--- config.mk ---
export PLATFORM = sky130hd
export DESIGN_NAME = mux8_sched_flat
export DESIGN_NICKNAME = d
export VERILOG_FILES = /design/src/rtl/mux8_sched_pkg.sv /design/src/rtl/mux8_sched_if.sv /design/src/rtl/mux8_sched_rr_pick8.sv /design/src/rtl/mux8x1.sv /design/src/rtl/mux8_sched.sv /design/src/flat_wrapper.sv
export SDC_FILE = /design/constraint.sdc
export NUM_CORES = 1
export LEC_CHECK = 0
export ABC_AREA = 1
export BUFFER_PORTS_ARGS = -buffer_cell sky130_fd_sc_hd__buf_4
export CAP_MARGIN = 0
export CORE_ASPECT_RATIO = 1.25
export CORE_MARGIN = 2
export CORE_UTILIZATION = 50
export DETAILED_ROUTE_END_ITERATION = 8
export PLACE_DENSITY = 0.74
export SYNTH_ARGS = -nofsm -noshare
export SYNTH_HDL_FRONTEND = slang
export SYNTH_SLANG_ARGS = --single-unit
--- constraint.sdc ---
create_clock -name clk -period 3.15 [get_ports clk]
set_input_delay 0.7875 -clock clk [delete_from_list [all_inputs] [get_ports clk]]
set_output_delay 0.7875 -clock clk [all_outputs]
set_load 0.005 [all_outputs]
--- src/rtl/mux8_sched_pkg.sv ---
// mux8_sched_pkg: shared constants, FSM state type and the round-robin
// search helper used by the mux8_sched scheduler and its picker.
package mux8_sched_pkg;

    localparam int N_REQ = 8;
    localparam int SEL_W = 3;

    typedef enum logic [0:0] {
        IDLE  = 1'b0,
        BURST = 1'b1
    } sched_state_t;

    // Result of one arbitration: winning index plus whether anyone asked.
    typedef struct packed {
        logic             found;
        logic [SEL_W-1:0] idx;
    } pick_t;

    // Round-robin search over mask starting at ptr, wrapping 7 -> 0.
    // Walks from the farthest offset down to offset 0 so the requester
    // closest to ptr is written last and wins.
    function automatic pick_t rr_pick(input logic [N_REQ-1:0] mask,
                                      input logic [SEL_W-1:0] ptr);
        pick_t            r;
        logic [SEL_W-1:0] cand;
        r = '0;
        for (int i = N_REQ - 1; i >= 0; i--) begin
            cand = ptr + SEL_W'(i);
            if (mask[cand]) begin
                r.found = 1'b1;
                r.idx   = cand;
            end
        end
        return r;
    endfunction

    // One-hot grant vector for a requester index.
    function automatic logic [N_REQ-1:0] sel_onehot(input logic [SEL_W-1:0] idx);
        return N_REQ'(1) << idx;
    endfunction

endpackage

--- src/rtl/mux8_sched_if.sv ---
// mux8_sched_if: requester-side bundle (req/in), downstream handshake
// (y/valid/ready/last) and the grant/select status of the scheduler.
// master = requester/downstream environment, slave = the scheduler.
interface mux8_sched_if;
    import mux8_sched_pkg::*;

    logic [N_REQ-1:0] req;
    logic [N_REQ-1:0] in;
    logic             ready;
    logic             y;
    logic             valid;
    logic [SEL_W-1:0] sel;
    logic [N_REQ-1:0] gnt;
    logic             busy;
    logic             last;

    modport master (
        output req, in, ready,
        input  y, valid, sel, gnt, busy, last
    );

    modport slave (
        input  req, in, ready,
        output y, valid, sel, gnt, busy, last
    );

endinterface

--- src/rtl/mux8_sched_rr_pick8.sv ---
// rr_pick8: combinational 8-way arbiter.
// Build option MUX8_SCHED_FIXED_PRIO_EN: when defined the pointer is
// ignored and the lowest requesting index always wins.
module rr_pick8 import mux8_sched_pkg::*; (
    input  logic [N_REQ-1:0] req,
    input  logic [SEL_W-1:0] ptr,
    output logic [SEL_W-1:0] idx,
    output logic             found
);

    pick_t pick;

`ifdef MUX8_SCHED_FIXED_PRIO_EN
    logic ptr_unused;
    assign ptr_unused = ^ptr;

    // Fixed priority: search always starts at requester 0.
    always_comb begin
        pick = rr_pick(req, '0);
    end
`else
    // Round-robin: search starts at the supplied pointer.
    always_comb begin
        pick = rr_pick(req, ptr);
    end
`endif

    assign idx   = pick.idx;
    assign found = pick.found;

endmodule

--- src/rtl/mux8x1.sv ---
// mux8x1: the shared 8:1 serial data mux. Purely combinational.
module mux8x1 (
    input  logic [7:0] in,
    input  logic [2:0] sel,
    output logic       y
);

    assign y = in[sel];

endmodule

--- src/rtl/mux8_sched.sv ---
// mux8_sched: frame-based round-robin scheduler in front of mux8x1.
// Grants one requester for FRAME_LEN bits, owns the mux select and
// presents the selected bit downstream with valid/ready.
// Build option MUX8_SCHED_FIXED_PRIO_EN: fixed priority (lowest index
// wins, pointer held at 0) instead of round-robin.
module mux8_sched import mux8_sched_pkg::*; #(
    parameter int FRAME_LEN = 8
) (
    input  logic         clk,
    input  logic         rst_n,
    mux8_sched_if.slave  bus
);

    localparam int               CNT_W    = (FRAME_LEN > 1) ? $clog2(FRAME_LEN) : 1;
    localparam logic [CNT_W-1:0] CNT_LAST = CNT_W'(FRAME_LEN - 1);

`ifdef MUX8_SCHED_FIXED_PRIO_EN
    localparam bit FIXED_PRIO = 1'b1;
`else
    localparam bit FIXED_PRIO = 1'b0;
`endif

    sched_state_t     state;
    logic             busy_q;
    logic [SEL_W-1:0] ptr;
    logic [SEL_W-1:0] sel_q;
    logic [N_REQ-1:0] gnt_q;
    logic [CNT_W-1:0] cnt;

    logic             valid_c;
    logic             last_c;
    logic             xfer;
    logic             frame_end;
    logic             mux_y;
    logic [SEL_W-1:0] sel_inc;
    logic [SEL_W-1:0] pick_ptr;
    logic [SEL_W-1:0] win_idx;
    logic             win_found;

    // Beat qualification: a beat is valid only while the granted
    // requester keeps its request up; it transfers when downstream is ready.
    assign valid_c   = (state == BURST) && bus.req[sel_q];
    assign last_c    = valid_c && (cnt == CNT_LAST);
    assign xfer      = valid_c && bus.ready;
    assign frame_end = xfer && last_c;

    // In BURST the only arbitration that matters is at end of frame, where
    // the search starts just past the current owner; that is the value ptr
    // is about to take, so the picker sees it in the same cycle.
    assign sel_inc  = sel_q + SEL_W'(1);
    assign pick_ptr = (state == BURST) ? sel_inc : ptr;

    rr_pick8 u_pick (
        .req   (bus.req),
        .ptr   (pick_ptr),
        .idx   (win_idx),
        .found (win_found)
    );

    // Scheduler FSM: grant, frame counting, pointer rotation and abort.
    always_ff @(posedge clk) begin
        if (!rst_n) begin
            state  <= IDLE;
            busy_q <= 1'b0;
            ptr    <= '0;
            sel_q  <= '0;
            gnt_q  <= '0;
            cnt    <= '0;
        end else begin
            case (state)
                IDLE: begin
                    if (win_found) begin
                        state  <= BURST;
                        busy_q <= 1'b1;
                        sel_q  <= win_idx;
                        gnt_q  <= sel_onehot(win_idx);
                        cnt    <= '0;
                    end else begin
                        gnt_q  <= '0;
                    end
                end
                BURST: begin
                    if (!bus.req[sel_q]) begin
                        // Owner dropped mid-frame: discard the partial frame.
                        if (!FIXED_PRIO) ptr <= sel_inc;
                        cnt    <= '0;
                        state  <= IDLE;
                        busy_q <= 1'b0;
                        gnt_q  <= '0;
                    end else if (frame_end) begin
                        if (!FIXED_PRIO) ptr <= sel_inc;
                        cnt <= '0;
                        if (win_found) begin
                            // Back-to-back frame, no bubble.
                            sel_q <= win_idx;
                            gnt_q <= sel_onehot(win_idx);
                        end else begin
                            state  <= IDLE;
                            busy_q <= 1'b0;
                            gnt_q  <= '0;
                        end
                    end else if (xfer) begin
                        cnt <= cnt + CNT_W'(1);
                    end
                end
                default: begin
                    state  <= IDLE;
                    busy_q <= 1'b0;
                    gnt_q  <= '0;
                end
            endcase
        end
    end

    mux8x1 u_mux (
        .in  (bus.in),
        .sel (sel_q),
        .y   (mux_y)
    );

    assign bus.y     = mux_y & valid_c;
    assign bus.valid = valid_c;
    assign bus.last  = last_c;
    assign bus.sel   = sel_q;
    assign bus.gnt   = gnt_q;
    assign bus.busy  = busy_q;

endmodule

--- src/flat_wrapper.sv ---
// flat-port wrapper written by rule: the top's interface ports become plain ports
module mux8_sched_flat import mux8_sched_pkg::*;
#(
    parameter int FRAME_LEN = 8
)
  (clk, rst_n, bus_req, bus_in, bus_ready, bus_y, bus_valid, bus_sel, bus_gnt, bus_busy, bus_last);
  mux8_sched_if bus_i ();
  input  logic clk;
  input  logic rst_n;
  input wire logic [$bits(bus_i.req)-1:0] bus_req;
  input wire logic [$bits(bus_i.in)-1:0] bus_in;
  input wire logic [$bits(bus_i.ready)-1:0] bus_ready;
  output wire logic [$bits(bus_i.y)-1:0] bus_y;
  output wire logic [$bits(bus_i.valid)-1:0] bus_valid;
  output wire logic [$bits(bus_i.sel)-1:0] bus_sel;
  output wire logic [$bits(bus_i.gnt)-1:0] bus_gnt;
  output wire logic [$bits(bus_i.busy)-1:0] bus_busy;
  output wire logic [$bits(bus_i.last)-1:0] bus_last;
  assign bus_i.req = bus_req;
  assign bus_i.in = bus_in;
  assign bus_i.ready = bus_ready;
  assign bus_y = bus_i.y;
  assign bus_valid = bus_i.valid;
  assign bus_sel = bus_i.sel;
  assign bus_gnt = bus_i.gnt;
  assign bus_busy = bus_i.busy;
  assign bus_last = bus_i.last;
  mux8_sched #(.FRAME_LEN(FRAME_LEN)) u_core (.clk(clk), .rst_n(rst_n), .bus(bus_i));
endmodule
Word level (Yosys, flattened, before mapping)
Index checks and enable logic that the tools add are counted.
- add/sub/neg operators: 9
- bitwise gates (word level): 2
- reduce and logical (&&, ||, !) cells: 8
- shift operators: 1
- magnitude comparators: 9
- eq/ne operators: 8
- mux-type cells: 53
- operators by type and width (operator ; number):
    less-than comparator 3 x 4 -> 1 bit, second input constant ; 9
    two-way mux 4 bit ; 8
    binary-select mux 1 bit (select 3 bit) ; 10
    two-way mux 3 bit ; 10
    two-way mux 8 bit ; 3
    two-way mux 1 bit ; 17
    one-hot mux 8 bit (2 select lines) ; 1
    adder 3 bit, second input constant ; 4
    one-hot mux 3 bit (2 select lines) ; 2
    adder 3 x 1 -> 3 bit, second input constant ; 3
    left shift 1 x 3 -> 8 bit, first input constant ; 1
    adder 3 x 2 -> 3 bit, second input constant ; 2
    inequality test 2 bit, second input constant ; 3
    inequality test 3 bit, second input constant ; 2
    AND reduction 2 bit ; 3
    logical AND 1 bit ; 4
    inequality test 4 bit, second input constant ; 1
    one-hot mux 1 bit (2 select lines) ; 2
    == test 3 bit, second input constant ; 1
    AND reduction 3 bit ; 1
    inequality test 2 x 1 -> 1 bit, second input constant ; 1
    bitwise AND 1 bit ; 1
    inverter 1 bit ; 1
- register bits: 19
- logic and storage cells: 96

Longest topological paths before layout
Gate-level depths: netlist (run 1).
- depth in word-level cells: 18
- gate-level depth with buffers: 22
- depth with buffers taken out: 21

Modules after synthesis
Synthesis (run 1) repeated with hierarchy kept, for this count alone.
- cells, all modules: 329
- area, all modules: 2122.0 um2
- by module, submodules not included (module ; cells an instance ; area each (um2) ; sequential area each (um2) ; times used):
    mux8_sched ; 173 ; 1217.4 ; 380.4 ; 1
    rr_pick8 ; 128 ; 794.5 ; 0.0 ; 1
    mux8x1 ; 28 ; 110.1 ; 0.0 ; 1

Worst setup path after synthesis (run 1)
Ideal clock, no wire load.
- path type: flip-flop to flip-flop
- start point: register u_core.sel_q[1] (netlist: u_core.bus.sel[1])
- end point: register u_core.cnt[2]
- stages on the path, launching flop included: 16
- path slack: 746 ps
- arrival time: 2272 ps
- data required time: 3018 ps
- cells stage by stage: dfxtp_1 > ha_1 > nand2_1 > nand2_4 > ha_1 > inv_1 > nand3_1 > nand2_1 > nand2_1 > nand2_2 > nor3_1 > nand4_2 > o22ai_2 > inv_1 > nand3_1 > a21oi_1
- longest elaborated chain between the ends: 15
- elaborated cells on any way between the ends: 45
- classes of those cells: add/sub (8); eq/ne (2); mux (30); reduce/logical (5)
- RTL lines (item ; line ; text):
    start: declaration ; mux8_sched.sv:26 ; logic [SEL_W-1:0] sel_q;
    start signal: assignment ; mux8_sched.sv:75 ; sel_q <= win_idx;
    start signal: assignment ; mux8_sched.sv:95 ; sel_q <= win_idx;
    adder 3 x 1 -> 3 bit * ; mux8_sched.sv:50 ; assign sel_inc = sel_q + SEL_W'(1);
    net u_core.sel_inc[1] ; mux8_sched.sv:35 ; logic [SEL_W-1:0] sel_inc;
    two-way mux 3 bit * ; mux8_sched.sv:51 ; assign pick_ptr = (state == BURST) ? sel_inc : ptr;
    adder 3 bit ; mux8_sched_pkg.sv:28 ; cand = ptr + SEL_W'(i);
    binary-select mux 1 bit (select 3 bit) ; mux8_sched_pkg.sv:29 ; if (mask[cand]) begin
    two-way mux 1 bit (not written as such) ; mux8_sched_pkg.sv:29 ;
    two-way mux 4 bit (7 in series) ; mux8_sched_pkg.sv:29 ;
    two-way mux 4 bit * ; mux8_sched_pkg.sv:29 ;
    inequality test 2 bit (no line) * ; -- ;
    AND reduction 2 bit (no line) * ; -- ;
    end signal: assignment ; mux8_sched.sv:103 ; cnt <= cnt + CNT_W'(1);
    end: declaration ; mux8_sched.sv:28 ; logic [CNT_W-1:0] cnt;
The timed path passes the listed nets; every way through them passes the cells marked *. The select of a mux whose other input is x is not followed.
A chain may end at the register's enable or synchronous reset.

Worst setup path in the final report (run 1)
Same ends and word-level chain as after synthesis.

==> metrics.log, run 1 <==
INFO  metric nets = 396
INFO  metric post_synth_cell_types = 28
INFO  metric cts_max_level = 1
INFO  metric grt_util_met2 = 0.469
INFO  metric dp.final_hpwl = 4090 um
INFO  metric cts_root_buf = clkbuf_8
INFO  metric route.vias.total = 2,156
INFO  metric placement.cell_area = 2150 um2
INFO  metric met1_usage = 0.293
INFO  metric crit_type = register to register
INFO  metric syn_to_final_growth = 16.0%
INFO  metric post_cts.resized_instances = 0
INFO  metric vias_per_std_cell = 5.25
INFO  metric worst-endpoint-arrival = 2930 ps
INFO  metric hold_viol = 0
INFO  metric post_synth.cell_area_avg = 5.60 um2
INFO  metric critical_path.endpoint_type = register
INFO  metric crit_chain = ha_1, nand2_1, nand2_4, ha_1, inv_1, nand3_1, nand2_1, nand2_1, nand2_2, nor3_1, nand4_2, o22ai_2, inv_1, nand3_1, a21oi_1
INFO  metric filler_cell_count = 391
INFO  metric holdCritPathClass = register to register
INFO  metric cts-buffers-inserted = 3
INFO  metric setup_total_negative_slack = 0 ps
INFO  metric clk_transition_reported_paths = 70 ps
INFO  metric floorplan.die.width = 59.1 um
INFO  metric initialDrtViolationCount = 130
INFO  metric grt_pass1_wl = 8490 um
INFO  metric tightest_pin_transition = 668 ps
INFO  metric grt_max_degree = 16
INFO  metric cts_tree = yes
INFO  metric globalRoute.busiestLayer = met2
INFO  metric synth-warning-count = 0
INFO  metric floorplan.core_area = 3720 um2
INFO  metric postSynthRegisterBits = 19
INFO  metric cts.hold.buffers_added = 0
INFO  metric groute.layer.met3.usage = 0.0195
INFO  metric post-route-period-util = 0.888
INFO  metric gr-usage-all-layers = 0.252
INFO  metric critPathMaxStageDelay = 450 ps
INFO  metric number_of_antenna_violations_at_the_first_check_in_global_routing = 0
INFO  metric cts_num_sinks = 19
INFO  metric routedWlPerCell = 12.1 um
INFO  metric setup_repair_after_global_routing_missed_its_margin = false
INFO  metric routed_wl = 4980 um
INFO  metric layout_min_cycle_time = 2800 ps
INFO  metric post-cts-setup-buffer-count = 0
INFO  metric fmax = 358 MHz
INFO  metric synthesis.area = 1900 um2
INFO  metric route.detailed.drc = 0
INFO  metric drt-pass1-iter-count = 4
INFO  metric crit_path_max_fanout = 10
INFO  metric vias_in_the_first_global_route = 1,992
INFO  metric final_design_area_excluding_fillers = 2200 um2
INFO  metric clkLatencyLatePin = 260 ps
INFO  metric die_span_y = 72.9 um
INFO  metric fin_worst_skew = 1.72 ps
INFO  metric antenna_left = 0
INFO  metric grt-ovfl-total = 0
INFO  metric max_transition_margin = 0.553
INFO  metric critPathSlowestCell = dfxtp_1
INFO  metric setup_violating_endpoint_count_in_the_final_report = 0
INFO  metric startpoint_type = register
INFO  metric final_antenna_diode_count = 0
INFO  metric timing_max_transition_violations_final = 0
INFO  metric row_cnt = 25
INFO  metric ir_drop = 567 uV
INFO  metric clockBufferDepth = 2
INFO  metric die-area = 4310 um2
INFO  metric cpMostUsedCell = nand2_1
INFO  metric gp_congestion = 0.944
INFO  metric power_density = 1270 nW/um2
INFO  metric drive_above_1_share = 0.202
INFO  metric power_leakage = 1.22 nW
INFO  metric drv_cap = 0
INFO  metric syn-num-nets = 363
INFO  metric critPathRequiredTime = 3280 ps
INFO  metric netlist_instances = 339
INFO  metric synth-seq-area-share = 0.201
INFO  metric initial_utilization = 0.510
INFO  metric io_pins = 34
INFO  metric run_status = finished clean
INFO  metric portBuffers = 33
-- through the flow --
step	hold slack [ps]	setup WS (ps)	instances	util	power (mW)
after detailed placement	458	264	407	0.578	2.62
after CTS	470	248	411	0.591	2.80
after global placement	456	368	407	0.578	2.60
after global routing	484	128	411	0.591	3.16
final	464	353	411	0.591	2.80
after floorplan	443	746	339	-	2.14
-- Yosys cell counts --
master / number / area [um2]
nand2_1: 131 / 492
nand3_1: 45 / 225
inv_1: 34 / 128
a21oi_1: 27 / 135
dfxtp_1: 19 / 380
nand2_2: 12 / 75.1
nor2_1: 12 / 45.0
o21ai_0: 12 / 60.1
inv_2: 10 / 37.5
ha_1: 5 / 62.6
nand2_4: 4 / 45.0
nand4_1: 4 / 25.0
buf_4: 3 / 22.5
nor2_2: 3 / 18.8
clkbuf_1: 2 / 7.51
nand3_2: 2 / 20.0
nor3_1: 2 / 10.0
o21ai_1: 2 / 10.0
a211oi_1: 1 / 7.51
a21oi_2: 1 / 8.76
a22oi_1: 1 / 7.51
a31oi_1: 1 / 6.26
a32o_1: 1 / 10.0
buf_6: 1 / 11.3
buf_8: 1 / 15.0
nand4_2: 1 / 12.5
o22ai_2: 1 / 12.5
or2_2: 1 / 6.26
-- cell families (layout without fill, tap and decap cells) --
group	Yosys count	count (layout)	synth area share
buffers and inverters	51	83	0.117
flip-flops	19	19	0.201
AND/OR/NAND/NOR	217	217	0.514
AO/OA/AOI/OAI	47	47	0.136
adder cells (fa/ha/maj)	5	5	0.0330
-- routing by layer --
metal	part of all wire	routed length [um]
met5	0	0
met4	0.027	136
met3	0.023	115
met2	0.52	2570
met1	0.43	2160
-- final cells by class --
cell class,instances,area [um2],area share
clock buffer,3,41.3,0.0188
clock inverter,1,5.00,0.00227
inverter,44,165,0.0750
multi-input combinational,269,1290,0.588
sequential,19,382,0.173
tap,40,50.0,0.0227
timing repair buffer,35,263,0.119
-- sequential cells by signal (all words and copies together), names as in the netlist --
register	cells
u_core.cnt	3
u_core.bus.busy	1
u_core.bus.sel	3
u_core.ptr	3
u_core.state	1
u_core.bus.gnt	8
-- worst paths after layout --
check / from / to / slack [ps] / cells past startpoint
setup / recovery: u_core.bus.sel[1] / u_core.cnt[2] / 350 / 15
hold / removal: u_core.bus.gnt[6] / u_core.bus.gnt[6] / 460 / 2
setup reg to reg: u_core.bus.sel[1] / u_core.cnt[2] / 350 / 15
hold reg to reg: u_core.bus.gnt[6] / u_core.bus.gnt[6] / 460 / 2
-- layout by cell type (no fill, tap or decap) --
cell type  Yosys  final
a211oi_1       1      1
a21oi_1       27     27
a21oi_2        1      1
a22oi_1        1      1
a31oi_1        1      1
a32o_1         1      1
buf_4          3     35
clkbuf_8       0      3
clkinv_2       0      1
dfxtp_1       19     18
dfxtp_2        0      1
ha_1           5      5
inv_1         34     34
inv_2         10     10
nand2_1      131    131
nand2_2       12     12
nand2_4        4      4
nand3_1       45     45
nand3_2        2      2
nand4_1        4      4
nand4_2        1      1
nor2_1        12     12
nor2_2         3      3
nor3_1         2      2
o21ai_0       12     12
o21ai_1        2      2
o22ai_2        1      1
or2_2          1      1
-- where the power goes --
part	leakage, nW	switching [mW]	internal, mW
registers	0.156	0.0734	0.319
logic	1.04	1.49	0.752
clock network	0.0255	0.0824	0.0881
-- worst max-delay path: cells and delay by family, from the launching register on --
kind,cells,cell delay (ps)
simple gates,9,1070
fa+ha+maj,2,680
flops,1,450
compound gates,2,280
buf+inv,2,200
Note: power is estimated with default switching activity, not from simulation.
==> run 2: changes to the inputs <==
PLACE_DENSITY = 0.73   (was 0.74)
RECOVER_POWER = 25   (was unset)
SYNTH_HIERARCHICAL = 1   (was unset)
==> run 2 against run 1 <==
Non-clock buffer count grew 8. Hold slack got worse by 1.9 ps. First-iteration DRC count rose by 12%. Utilization grew 0.52 points. Synthesized cell count shrank 2.9%. Largest cell class unchanged.
==> metrics.log, run 2 <==
INFO  metric run_status = finished clean
INFO  metric route.vias.total = 2,159 (+0.14%)
INFO  metric setup_violating_endpoint_count_in_the_final_report = 0 (unchanged)
INFO  metric synth.cells.most_frequent = nand2_1, nand3_1, inv_1
INFO  metric most-common-layout-cells = nand2_1, nand3_1, inv_1
INFO  metric die-area = 4780 um2 (+11%)
INFO  metric synth_edf_count = 0 (unchanged)
INFO  metric synthDominantCellAreaShare = 0.179 (-0.0800)
INFO  metric netlist_instances = 329 (-2.9%)
INFO  metric hold_viol = 0 (unchanged)
INFO  metric post_cts.resized_instances = 0 (unchanged)
INFO  metric initial_utilization = 0.518 (+0.00812)
INFO  metric floorplan.core_area = 4100 um2 (+10%)
INFO  metric drv_cap = 0 (unchanged)
INFO  metric clk_transition_reported_paths = 60 ps (about the same)
INFO  metric row_cnt = 26 (+4.0%)
INFO  metric syn-num-nets = 353 (-2.8%)
INFO  metric post_synth.cell_area_avg = 6.45 um2 (+15%)
INFO  metric antenna_left = 0 (unchanged)
INFO  metric min_delay_path_depth = 2 (unchanged)
INFO  metric setup_repair_after_global_routing_missed_its_margin = false
INFO  metric layout_min_cycle_time = 2900 ps (+108 ps)
INFO  metric post-cts-setup-buffer-count = 0 (unchanged)
INFO  metric critPathRequiredTime = 3320 ps (+40 ps)
INFO  metric crit_type = register to register
INFO  metric synth-warning-count = 6 (+6)
INFO  metric critical_path.endpoint_type = register
INFO  metric nets = 388 (-2.0%)
INFO  metric cts-buffers-inserted = 3 (unchanged)
INFO  metric cts_tree = yes
INFO  metric gr-usage-all-layers = 0.216 (-0.0355)
INFO  metric cts_max_level = 1 (unchanged)
INFO  metric max_transition_margin = 0.746 (+0.193)
INFO  metric io_pins = 34 (unchanged)
INFO  metric syn_to_final_growth = 15.2%
INFO  metric fin_hold_ws = 462 ps (-1.89 ps)
INFO  metric number_of_antenna_violations_at_the_first_check_in_global_routing = 0 (unchanged)
INFO  metric drive_above_1_share = 0.281 (+0.0788)
INFO  metric routedWlPerCell = 12.0 um (-0.83%)
INFO  metric startpoint_type = register
INFO  metric vias_in_the_first_global_route = 1,978 (-0.70%)
INFO  metric initialDrtViolationCount = 145 (+12%)
INFO  metric worst-endpoint-arrival = 3080 ps (+150 ps)
INFO  metric grt_pass1_wl = 8670 um (+2.2%)
INFO  metric synthMostInstantiatedCell = nand2_1
INFO  metric post_synth_cell_types = 38 (+36%)
INFO  metric gp_congestion = 1.02 (+8.1%)
INFO  metric crit_path_max_fanout = 9 (-1)
INFO  metric floorplan.die.width = 62.3 um (+5.4%)
INFO  metric critPathMaxStageDelay = 320 ps (-130 ps)
INFO  metric fin_worst_skew = 6.59 ps (+4.87 ps)
INFO  metric yosysTopAreaCell = dfxtp_1
INFO  metric die_span_y = 76.8 um (+5.4%)
INFO  metric timing_max_transition_violations_final = 0 (unchanged)
INFO  metric rr_worst_depth = 17 (+2)
INFO  metric drt-pass1-iter-count = 4 (unchanged)
INFO  metric fmax = 344 MHz (-3.7%)
INFO  metric cts_num_sinks = 19 (unchanged)
INFO  metric asyncSetResetFlopFracSynth = 0 (unchanged)
INFO  metric postSynthRegisterBits = 19 (unchanged)
INFO  metric largest_register_ff_count = 8 (unchanged)
INFO  metric final_antenna_diode_count = 0 (unchanged)
INFO  metric routed_wl = 5030 um (+1.1%)
INFO  metric filler_cell_count = 399 (+2.0%)
INFO  metric grt-ovfl-total = 0 (unchanged)
INFO  metric clockBufferDepth = 2 (unchanged)
INFO  metric synthesis.area = 2120 um2 (+12%)
INFO  metric vias_per_std_cell = 5.15 (-1.8%)
INFO  metric cts.hold.buffers_added = 0 (unchanged)
INFO  metric synth-seq-area-share = 0.179 (-0.0213)
INFO  metric grt_max_degree = 23 (+7)
INFO  metric yosys_most_used_dff = dfxtp_1
INFO  metric holdCritPathClass = register to register
INFO  metric synthTopCellsByArea = dfxtp_1, nand2_1, nand3_1
INFO  metric tightest_pin_transition = 381 ps (-287 ps)
INFO  metric portBuffers = 33 (unchanged)
INFO  metric utilization = 0.596 (+0.00520)
INFO  metric critPathSlowestCell = dfxtp_1
INFO  metric cts_root_buf = clkbuf_8
INFO  metric setup_total_negative_slack = 0 ps (unchanged)
INFO  metric cpMostUsedCell = nand2_1
INFO  metric crit_chain = ha_1, inv_1, o21ai_1, buf_4, ha_1, nand2_1, nand2_1, inv_1, nand3_1, nand2_1, a31oi_2, a21oi_1, o21ai_1, nand4_1, a21oi_1, nand2_1, a21oi_1
INFO  metric post-route-period-util = 0.922 (+0.0341)
INFO  metric seqCellArea = 382 um2 (unchanged)
INFO  metric route.detailed.drc = 0 (unchanged)
INFO  metric clkLatencyLatePin = 250 ps (about the same)
INFO  metric layout_commonest_cell = nand2_1
INFO  metric dp.final_hpwl = 4090 um (+0.17%)
INFO  metric multiInputGateArea = 1430 um2 (+10%)
run 2: stage by stage:
stage               cells  cell area, um2  setup WS, ps
global route          419            2440          1.47
finish                419            2440           246
CTS                   419            2430           102
detailed placement    415            2380           119
floorplan             329            2120          44.0
global placement      415            2380           189
run 2: area by class of cell:
cell class / count / share of cell area
flip-flops and latches: 19 / 0.156
well taps: 56 / 0.0287
clock buffers: 4 / 0.0184
inverters: 51 / 0.0819
multi-input cells: 246 / 0.583
repair buffers: 43 / 0.132
run 2: cell families (layout without fill, tap and decap cells):
| group | Yosys count | after routing | share of synthesized area |
|---|---|---|---|
| AOI/OAI and AO/OA | 47 | 47 | 0.130 |
| xor gates and xnor gates | 3 | 3 | 0.0124 |
| adders and majority gates | 5 | 5 | 0.0295 |
| buffers and inverters | 64 | 98 | 0.157 |
| DFF | 19 | 19 | 0.179 |
| and+or+nand+nor | 191 | 191 | 0.492 |
run 2: worst paths after layout:
check                     from                end  slack (ps)
min            u_core/bus.busy    u_core/bus.busy         460
max reg2reg  u_core/bus.sel[0]  u_core/bus.gnt[7]         250
max          u_core/bus.sel[0]  u_core/bus.gnt[7]         250
min reg2reg    u_core/bus.busy    u_core/bus.busy         460
run 2: critical path: cells and delay by family, from the launching register on:
kind | cells | cell delay (ps)
buffers and inverters | 3 | 360
flip-flops | 1 | 320
AND/OR/NAND/NOR | 6 | 600
AO/OA/AOI/OAI | 6 | 1100
adder cells (fa/ha/maj) | 2 | 450
run 2: per-layer routing:
metal,GRT usage,share of wire,vias up
li1,-,-,1141
met3,0.0117,0.019,10
met1,0.247,0.42,973
met4,0.0933,0.024,0
met2,0.412,0.54,35
met5,0,0,-
Power of run 2 is not shown: default switching activity piles up to over one toggle a cycle in this logic, so the estimate is an artifact.
==> run 3: changes to the inputs <==
MAX_ROUTING_LAYER = met4   (was unset)
==> run 3 against run 2 <==
Cell area increased by 1.5%. First-iteration DRC count down 9.7%. Count of clock-buffer cells in the layout is the same. Utilization grew 0.92 points. Hold slack better by 5.3 ps. Register-to-register slack improved by 40 ps. Global-route usage grew 0.74 points. Routed wire length increased by 0.42%. Non-clock buffer count grew 3. Clock skew shrank 4.1 ps. Critical path type unchanged.
==> metrics.log, run 3 (synthesis gave the netlist of run 2 again) <==
INFO  metric run_status = finished clean
INFO  metric initial_utilization = 0.518 (unchanged)
INFO  metric drv_cap = 0 (unchanged)
INFO  metric routedWlPerCell = 12.0 um (-0.30%)
INFO  metric max_transition_margin = 0.754 (+0.00853)
INFO  metric largest_register_ff_count = 8 (unchanged)
INFO  metric critPathRequiredTime = 3340 ps (+20 ps)
INFO  metric setup.reg_to_reg.worst_slack = 280 ps (+40 ps)
INFO  metric initialDrtViolationCount = 131 (-9.7%)
INFO  metric die_span_y = 76.8 um (unchanged)
INFO  metric min-delay-start = u_core/bus.busy
INFO  metric placement.cell_area = 2380 um2 (unchanged)
INFO  metric syn_to_final_growth = 17.0%
INFO  metric antenna_left = 0 (unchanged)
INFO  metric cts-buffers-inserted = 3 (unchanged)
INFO  metric layout_commonest_cell = nand2_1
INFO  metric fin_cells = 422 (+0.72%)
INFO  metric critPathSlowestCell = dfxtp_1
INFO  metric hold_viol = 0 (unchanged)
INFO  metric cts_tree = yes
INFO  metric nets = 391 (+0.77%)
INFO  metric portBuffers = 33 (unchanged)
INFO  metric worst-endpoint-arrival = 3060 ps (-20 ps)
INFO  metric crit_type = register to register
INFO  metric hold-path-endpoint = u_core/bus.busy
INFO  metric most-common-layout-cells = nand2_1, nand3_1, inv_1
INFO  metric drt-pass1-iter-count = 4 (unchanged)
INFO  metric placed_cells_incl_taps = 415 (unchanged)
INFO  metric clkLatencyLatePin = 260 ps (about the same)
INFO  metric critical_path.endpoint_type = register
INFO  metric cts_num_sinks = 19 (unchanged)
INFO  metric layout_min_cycle_time = 2870 ps (-38.6 ps)
INFO  metric timing_max_transition_violations_final = 0 (unchanged)
INFO  metric crit_buf_inv = 3 (unchanged)
INFO  metric post-route-period-util = 0.910 (-0.0123)
INFO  metric crit_chain = ha_1, inv_1, o21ai_2, clkinv_2, ha_4, nand3_1, and2_4, nand2_2, nand2_2, a31oi_2, nand2_1, nand3_1, o21ai_1, inv_1, nand4_1, a21oi_1, nand2_1, a21oi_1
INFO  metric tightest_pin_transition = 368 ps (-12.8 ps)
INFO  metric floorplan.die.width = 62.3 um (unchanged)
INFO  metric gp_congestion = 1.05 (+2.6%)
INFO  metric clk_transition_reported_paths = 70 ps (about the same)
INFO  metric vias_in_the_first_global_route = 2,029 (+2.6%)
INFO  metric filler_cell_count = 428 (+7.3%)
INFO  metric grt_pass1_wl = 8760 um (+1.0%)
INFO  metric io_pins = 34 (unchanged)
INFO  metric number_of_antenna_violations_at_the_first_check_in_global_routing = 0 (unchanged)
INFO  metric drive_above_1_share = 0.295 (+0.0141)
INFO  metric grt-ovfl-total = 0 (unchanged)
INFO  metric final_design_area_excluding_fillers = 2480 um2 (+1.5%)
INFO  metric clockBufferDepth = 2 (unchanged)
INFO  metric die-area = 4780 um2 (unchanged)
INFO  metric floorplan.core_area = 4100 um2 (unchanged)
INFO  metric regToRegStartpoint = u_core/bus.sel[0]
INFO  metric holdCritPathClass = register to register
INFO  metric routed_wl = 5050 um (+0.42%)
INFO  metric min_delay_path_depth = 2 (unchanged)
INFO  metric grt_max_degree = 23 (unchanged)
INFO  metric route.detailed.drc = 0 (unchanged)
INFO  metric final_antenna_diode_count = 0 (unchanged)
INFO  metric dp.final_hpwl = 4020 um (-1.9%)
INFO  metric crit_path_max_fanout = 8 (-1)
INFO  metric cts_root_buf = clkbuf_8
INFO  metric gr-usage-all-layers = 0.224 (+0.00736)
INFO  metric startpoint_type = register
INFO  metric setup_violating_endpoint_count_in_the_final_report = 0 (unchanged)
INFO  metric utilization = 0.606 (+0.00916)
INFO  metric vias_per_std_cell = 5.17 (+0.25%)
INFO  metric worstReg2RegEnd = u_core/bus.gnt[4]
INFO  metric route.vias.total = 2,180 (+0.97%)
INFO  metric rr_worst_depth = 18 (+1)
INFO  metric largest_delay_share_family_worst_path = compound AO/OA/AOI/OAI gates
INFO  metric fin_worst_skew = 2.51 ps (-4.07 ps)
INFO  metric row_cnt = 26 (unchanged)
INFO  metric cts.hold.buffers_added = 0 (unchanged)
INFO  metric fmax = 349 MHz (+1.3%)
INFO  metric cts_max_level = 1 (unchanged)
INFO  metric critPathMaxStageDelay = 340 ps (+20 ps)
INFO  metric cp_num_cells = 18 (+1)
run 3: worst min-delay path, cell delays in order (launching register included):
cell	delay, ps
dfxtp_1	310
nand2_1	60
a21oi_1	50
run 3: timing repair:
item	in CTS	in global routing
setup buffers	0	3
resized for setup	0	7
setup endpoints to repair	0	12
run 3: per-stage QoR:
step	hold WS, ps	TNS (ps)	worst slack, ps
2_1_floorplan	443	0	44.0
3_3_place_gp	454	0	191
3_5_place_dp	457	0	101
4_1_cts	473	0	84.9
5_1_grt	488	-2.38	-2.38
6_report	467	0	284
run 3: how the worst max path moves through the flow:
stage | start | to | slack [ps]
global placement | u_core/bus.sel[0] | u_core/bus.gnt[4] | 190
finish | u_core/bus.sel[0] | u_core/bus.gnt[4] | 280
detailed placement | u_core/bus.sel[0] | u_core/bus.gnt[0] | 100
floorplan | u_core/state | u_core/cnt[2] | 40
CTS | u_core/bus.sel[0] | u_core/bus.gnt[2] | 80
global route | u_core/bus.sel[0] | u_core/bus.gnt[2] | -2
run 3: layer usage:
metal / up-vias / global-route usage / wire [um]
li1: 1146 / - / -
met5: - / - / 0
met3: 15 / 0.0147 / 129
met1: 976 / 0.252 / 2100
met2: 43 / 0.404 / 2680
met4: 0 / 0.100 / 137
run 3: layout make-up:
class	instances	area [um2]	share of cell area
multi-input cells	246	1440	0.580
repair buffers	46	345	0.139
well taps	56	70.1	0.0282
flip-flops and latches	19	382	0.154
clock buffers	4	45.0	0.0181
inverters	51	200	0.0806
Power of run 3 is left out for the same reason.
